<file path="src/rtl/flags_cond_checker_pkg.sv">
// Shared definitions for the flags-register reader: flag bit positions,
// ARM condition codes and the checker FSM state type.
package flags_pkg;

  localparam int N_BIT = 31;
  localparam int Z_BIT = 30;
  localparam int C_BIT = 29;
  localparam int V_BIT = 28;

  localparam logic [3:0] COND_EQ = 4'h0;
  localparam logic [3:0] COND_NE = 4'h1;
  localparam logic [3:0] COND_CS = 4'h2;
  localparam logic [3:0] COND_CC = 4'h3;
  localparam logic [3:0] COND_MI = 4'h4;
  localparam logic [3:0] COND_PL = 4'h5;
  localparam logic [3:0] COND_VS = 4'h6;
  localparam logic [3:0] COND_VC = 4'h7;
  localparam logic [3:0] COND_HI = 4'h8;
  localparam logic [3:0] COND_LS = 4'h9;
  localparam logic [3:0] COND_GE = 4'hA;
  localparam logic [3:0] COND_LT = 4'hB;
  localparam logic [3:0] COND_GT = 4'hC;
  localparam logic [3:0] COND_LE = 4'hD;
  localparam logic [3:0] COND_AL = 4'hE;
  localparam logic [3:0] COND_NV = 4'hF;

  typedef enum logic [1:0] {
    IDLE = 2'd0,
    WAIT = 2'd1,
    OUT  = 2'd2
  } state_t;

endpackage

</file>
<file path="src/rtl/flags_cond_checker_cond_eval.sv">
// Combinational ARM condition evaluation against an {N,Z,C,V} nibble.
module cond_eval
  import flags_pkg::*;
(
  input  logic [3:0] cond,
  input  logic [3:0] nzcv,
  output logic       pass
);
  logic n, z, c, v;

  assign n = nzcv[3];
  assign z = nzcv[2];
  assign c = nzcv[1];
  assign v = nzcv[0];

  // Condition table lookup
  always_comb begin
    pass = 1'b0;
    case (cond)
      COND_EQ: pass = z;
      COND_NE: pass = ~z;
      COND_CS: pass = c;
      COND_CC: pass = ~c;
      COND_MI: pass = n;
      COND_PL: pass = ~n;
      COND_VS: pass = v;
      COND_VC: pass = ~v;
      COND_HI: pass = c & ~z;
      COND_LS: pass = ~c | z;
      COND_GE: pass = (n == v);
      COND_LT: pass = (n != v);
      COND_GT: pass = ~z & (n == v);
      COND_LE: pass = z | (n != v);
      COND_AL: pass = 1'b1;
      default: pass = 1'b0;
    endcase
  end
endmodule

</file>
<file path="config.mk">
export PLATFORM = sky130hd
export DESIGN_NAME = cond_eval
export DESIGN_NICKNAME = d
export VERILOG_FILES = /design/src/rtl/flags_cond_checker_pkg.sv /design/src/rtl/flags_cond_checker_cond_eval.sv
export SDC_FILE = /design/constraint.sdc
export NUM_CORES = 1
export LEC_CHECK = 0
export ABC_AREA = 1
export BUFFER_PORTS_ARGS = -buffer_cell sky130_fd_sc_hd__clkbuf_2
export CORE_AREA = 3 3 40 42
export DETAILED_ROUTE_END_ITERATION = 8
export DIE_AREA = 0 0 43 45
export PLACE_DENSITY = 0.41
export SETUP_SLACK_MARGIN = 0.15
export SYNTH_ARGS = -nofsm -noshare
export SYNTH_HDL_FRONTEND = slang
export SYNTH_SLANG_ARGS = --single-unit
</file>
<file path="constraint.sdc">
create_clock -name vclk -period 0.8
set_clock_uncertainty 0.15 [all_clocks]
set_input_delay 0 -clock vclk [all_inputs]
set_output_delay 0 -clock vclk [all_outputs]
set_load 0.03 [all_outputs]
</file>
## After elaboration in Yosys (flattened, before gate mapping)

Index checks and enable logic that the tools add are counted.

- Flip-flop bits (word level): 0
- Bits in latches: 0
- Memory bits (writable): 0
- Memory bits (read-only): 0
- Input port bits: 8
- Word-level logic and storage cells: 26
- Memories kept: 0

- $add $sub $neg: 0
- Multiply operators: 0
- Divide/modulo/power cells: 0
- $lt $le $gt $ge: 0
- Equal/unequal tests: 16
- Shift operators: 0
- Mux-type cells: 1
- Bitwise operators: 8
- Reductions and logical operators: 1

Operator list:

| kind | count |
|---|---|
| 4-bit equality test, second input constant | 7 |
| 4-bit by 3-bit equality test with 1-bit output, second input constant | 4 |
| 1-bit case mux with 15 select lines | 1 |
| 4-bit by 2-bit equality test with 1-bit output, second input constant | 2 |
| 4-bit by 1-bit equality test with 1-bit output, second input constant | 1 |
| 4-bit zero test | 1 |
| 1-bit inverter | 4 |
| 1-bit AND | 2 |
| 1-bit bitwise OR | 2 |
| 1-bit equality test | 1 |
| 1-bit != test | 1 |

## Logic depth before layout (Yosys ltp)

- Depth after elaboration: 3
- Gate-level depth with buffers: 8

## Least setup slack after synthesis

No wires, ideal clock.

- Kind: input to output
- From: input cond[1]
- To: output pass
- Arrival: 0.639 ns
- Required time: 0.650 ns
- Slack: 0.011 ns
- Stages on the path: 7
- Path through: nor2_1 > nand2_1 > nor2_1 > nand2_1 > nand2_2 > nor2_1 > nand2_1

- Longest elaborated chain between the ends: 2
- Elaborated cells between the ends (all ways): 16
- Those cells by class: 14 x eq/ne; 1 x mux; 1 x reduce/logical

RTL lines:

| what | line | text |
|---|---|---|
| from (decl) | flags_cond_checker_cond_eval.sv:5 | `input logic [3:0] cond,` |
| 4-bit equality test, or another cell as far along | flags_cond_checker_cond_eval.sv:19 | `case (cond)` |
| 1-bit case mux with 15 select lines (*) | flags_cond_checker_cond_eval.sv:19 |  |
| to (decl) | flags_cond_checker_cond_eval.sv:7 | `output logic pass` |

Every way passes the cells marked *; elsewhere a longest branch is shown, timed or not.

## Worst setup path in the final report

- From: input cond[2]
- To: output pass

The elaborated chain is that of the path after synthesis.

==> report_table.html <==
<table>
<tr><th>Metric</th><th>Value</th></tr>
<tr><th colspan="2">Worst setup path</th></tr>
<tr><td>Category of the worst setup path capture point</td><td>output pin</td></tr>
<tr><td>Worst Setup Start Kind</td><td>input pin</td></tr>
<tr><td>CP Class</td><td>input pin to output pin</td></tr>
<tr><td>Required @ worst endpoint</td><td>approximately 0.65 ns</td></tr>
<tr><td>Worst-path fanout max</td><td>5</td></tr>
<tr><td>Data arrival time of the critical path</td><td>0.79 ns</td></tr>
<tr><th colspan="2">Clock tree</th></tr>
<tr><td>Post-cts hold buffer count</td><td>0</td></tr>
<tr><th colspan="2">Floorplanning</th></tr>
<tr><td>Full die area</td><td>slightly below 0.002 sq mm</td></tr>
<tr><td>Overall die width</td><td>43 um</td></tr>
<tr><td>Starting density of the core</td><td>around 18%</td></tr>
<tr><td>Number of rows created at floorplan</td><td>13</td></tr>
<tr><td>Vertical die dimension</td><td>45 um</td></tr>
<tr><td>I/O pin count</td><td>9</td></tr>
<tr><td>Core area</td><td>0.001285 sq mm</td></tr>
<tr><th colspan="2">Route</th></tr>
<tr><td>Post-DR wirelength/cell</td><td>8.585 um</td></tr>
<tr><td>WL final</td><td>approximately 700 um</td></tr>
<tr><td>Violation count after the first detailed-route iteration</td><td>1</td></tr>
<tr><td>Detailed Routing Iterations Pass 1</td><td>4</td></tr>
<tr><td>Via/cell ratio</td><td>4.134</td></tr>
<tr><td>Post-detailed-route DRC marker count</td><td>0</td></tr>
<tr><td>Routed vias</td><td>339</td></tr>
<tr><td>Remaining number of nets flagged by the antenna check after routing</td><td>0</td></tr>
<tr><th colspan="2">Final layout</th></tr>
<tr><td>Fraction of final layout cells with drive strength greater than 1</td><td>between 50% and 60%</td></tr>
<tr><td>Sequential cells</td><td>0</td></tr>
<tr><td>Post-layout instance area</td><td>506.7 sq um</td></tr>
<tr><td>Footprint of the flip-flops and latches</td><td>0 sq um</td></tr>
<tr><td>Diodes inserted</td><td>0</td></tr>
<tr><td>Filler instances</td><td>142</td></tr>
<tr><td>Area Growth Syn to Fin</td><td>121.3%</td></tr>
<tr><td>Final nets</td><td>77</td></tr>
<tr><td>Share of the core filled with cells</td><td>a little under 40%</td></tr>
<tr><td>Final-layout clock buffer total</td><td>0</td></tr>
<tr><td>Total area of multi-input combinational cells</td><td>between 200 and 300 sq um</td></tr>
<tr><th colspan="2">GRT</th></tr>
<tr><td>Initial antenna violation count</td><td>0</td></tr>
<tr><td>Vias in the first global route</td><td>279</td></tr>
<tr><td>Maximum number of pins on one net before global-route repair</td><td>8</td></tr>
<tr><td>First-pass GRT wire length</td><td>1.104 mm</td></tr>
<tr><td>Gr usage total</td><td>6.965%</td></tr>
<tr><td>Total congestion overflow after global routing</td><td>0</td></tr>
<tr><th colspan="2">Min path</th></tr>
<tr><td>Kind of path behind the tightest hold check</td><td>input pin to output pin</td></tr>
<tr><th colspan="2">STA</th></tr>
<tr><td>Minimum setup slack in the final design</td><td>-0.1370 ns</td></tr>
<tr><td>Final period utilization</td><td>117.1%</td></tr>
<tr><td>Maximum achievable frequency</td><td>1067 MHz</td></tr>
<tr><td>Worst slew margin relative to its limit</td><td>~90%</td></tr>
<tr><td>Setup-violating endpoint count in the final report</td><td>1</td></tr>
<tr><td>Setup repair after global routing missed its margin</td><td>yes</td></tr>
<tr><td>Fin crit period</td><td>0.9370 ns</td></tr>
<tr><td>Number of max-slew violations in the final report</td><td>0</td></tr>
<tr><td>Hold violation count in the final report</td><td>0</td></tr>
<tr><td>Pin slew with the least headroom to its limit</td><td>0.1551 ns</td></tr>
<tr><th colspan="2">Flow run</th></tr>
<tr><td>Number of violations of the max-capacitance limit</td><td>0</td></tr>
<tr><th colspan="2">Power</th></tr>
<tr><td>Peak VDD IR</td><td>0.1966 mV</td></tr>
<tr><td>Share of total power in the clock network</td><td>0%</td></tr>
<tr><td>Logic gate share of total power</td><td>100.0%</td></tr>
<tr><td>Net Sw Frac</td><td>51.21%</td></tr>
<tr><td>Net switching power figure</td><td>0.1396 mW</td></tr>
<tr><td>Share of power burned in registers</td><td>0%</td></tr>
<tr><td>Lkg Pwr</td><td>0.2514 nW</td></tr>
<tr><td>Cell area power density</td><td>537.8 mW/mm^2</td></tr>
<tr><td>Internal power</td><td>0.1330 mW</td></tr>
<tr><th colspan="2">Outcome</th></tr>
<tr><td>Failing checks</td><td>negative setup slack</td></tr>
<tr><td>Outcome</td><td>finished, violations left</td></tr>
<tr><th colspan="2">Yosys</th></tr>
<tr><td>Post-synth net total</td><td>63</td></tr>
<tr><td>Sequential cell area fraction in the yosys report</td><td>0%</td></tr>
<tr><td>Synthesized netlist cell count</td><td>55</td></tr>
<tr><td>Number of unique standard cell types used by synthesis</td><td>9</td></tr>
<tr><td>Dominant cell type by area after synthesis</td><td>sky130_fd_sc_hd__nand2_1</td></tr>
<tr><td>Fraction of post-synthesis cell area in the top cell type by area</td><td>36.07%</td></tr>
<tr><td>Most common library cells after synthesis</td><td>sky130_fd_sc_hd__nand2_1 (22), sky130_fd_sc_hd__nand3_1 (10), sky130_fd_sc_hd__nor2_1 (9)</td></tr>
<tr><td>Count of synthesis-stage warnings from yosys</td><td>0</td></tr>
<tr><td>Ranking of synthesized cells by area</td><td>sky130_fd_sc_hd__nand2_1 (36%), sky130_fd_sc_hd__nand3_1 (22%), sky130_fd_sc_hd__nor2_1 (15%)</td></tr>
<tr><td>Post-synthesis instance area</td><td>~230 sq um</td></tr>
<tr><td>Most common cell in the synthesized netlist</td><td>sky130_fd_sc_hd__nand2_1</td></tr>
<tr><td>Avg Cell Area, Syn</td><td>4.163 sq um</td></tr>
<tr><th colspan="2">Placement</th></tr>
<tr><td>DP Wirelength</td><td>603.8 um</td></tr>
<tr><td>Placer's final routability congestion estimate</td><td>0.6891</td></tr>
<tr><td>Placed Instance Area</td><td>377.9 sq um</td></tr>
<tr><td>Number of buffers added on ports</td><td>9</td></tr>
</table>
-- layout by cell type (no fill, tap or decap) --
cell type                    n
sky130_fd_sc_hd__nand2_1    15
sky130_fd_sc_hd__nand3_1     8
sky130_fd_sc_hd__nor2_1      5
sky130_fd_sc_hd__nand2_2     5
sky130_fd_sc_hd__inv_4       3
sky130_fd_sc_hd__nor2_4      3
sky130_fd_sc_hd__clkbuf_8    3
sky130_fd_sc_hd__buf_4       3
sky130_fd_sc_hd__inv_1       2
sky130_fd_sc_hd__inv_2       2
sky130_fd_sc_hd__nand2_4     2
sky130_fd_sc_hd__clkbuf_16   2
sky130_fd_sc_hd__buf_8       2
sky130_fd_sc_hd__clkbuf_2    2
sky130_fd_sc_hd__nand3b_1    1
sky130_fd_sc_hd__a21oi_1     1
sky130_fd_sc_hd__inv_6       1
sky130_fd_sc_hd__nand2_8     1
sky130_fd_sc_hd__clkinv_4    1
sky130_fd_sc_hd__nand3_4     1
sky130_fd_sc_hd__a21oi_2     1
sky130_fd_sc_hd__nor3_1      1
sky130_fd_sc_hd__nand3_2     1
sky130_fd_sc_hd__nor2_2      1
-- power groups by stage --
| stage | logic [mW] | registers, mW | clock network [mW] |
|---|---|---|---|
| final | 0.273 | 0 | 0 |
| after global routing | 0.295 | 0 | 0 |
| after CTS | 0.250 | 0 | 0 |
| after detailed placement | 0.192 | 0 | 0 |
| after global placement | 0.196 | 0 | 0 |
| after floorplan | 0.112 | 0 | 0 |
-- what timing repair did --
item | CTS | global route
pin swaps | 5 | 6
setup endpoints to repair | 1 | 1
buffers inserted | 0 | 0
cloned | 0 | 0
resized for setup | 21 | 11
endpoints found under the hold margin | 0 | 0
-- layout make-up --
cell class / count / area share (%)
multi-input combinational: 46 / 55.80
timing repair buffer: 12 / 30.37
tap: 15 / 3.704
inverter: 9 / 10.12
-- stage by stage --
step	setup WS [ns]	hold slack, ns	TNS, ns	total power [mW]	cells
floorplan	0.1173	0.1304	0	0.1119	55
global placement	-0.2941	0.4541	-0.2941	0.1955	82
detailed placement	-0.2840	0.4426	-0.2840	0.1923	82
CTS	-0.1562	0.3917	-0.1562	0.2501	82
global route	-0.1907	0.4355	-0.1907	0.2952	82
finish	-0.1370	0.3938	-0.1370	0.2725	82
-- cell families after synthesis --
group           share of synthesized area (%)
compound gates                          4.372
buf+inv                                 14.76
simple gates                            80.88
-- routing by layer --
metal  share of wire (%)  up-vias  GRT usage, %
met4                   0        0             0
met1                  49      136         9.286
met2                  48        6         13.17
li1                    -      197             -
met5                   0        -             0
met3                 3.4        0        0.3984
-- worst max-delay path, stage by stage --
cell,delay [ns]
sky130_fd_sc_hd__clkbuf_16,0.14
sky130_fd_sc_hd__nand2_8,0.07
sky130_fd_sc_hd__clkinv_4,0.05
sky130_fd_sc_hd__nand3_4,0.06
sky130_fd_sc_hd__nand2_2,0.04
sky130_fd_sc_hd__nand2_1,0.05
sky130_fd_sc_hd__nand2_1,0.06
sky130_fd_sc_hd__nor2_2,0.11
sky130_fd_sc_hd__nand2_2,0.07
sky130_fd_sc_hd__buf_8,0.13
-- worst paths after layout --
path                    start    to  depth (start not counted)
worst max-delay path  cond[2]  pass                         10
worst min-delay path  nzcv[0]  pass                          8
No activity file was read; power rests on OpenSTA's default activity.
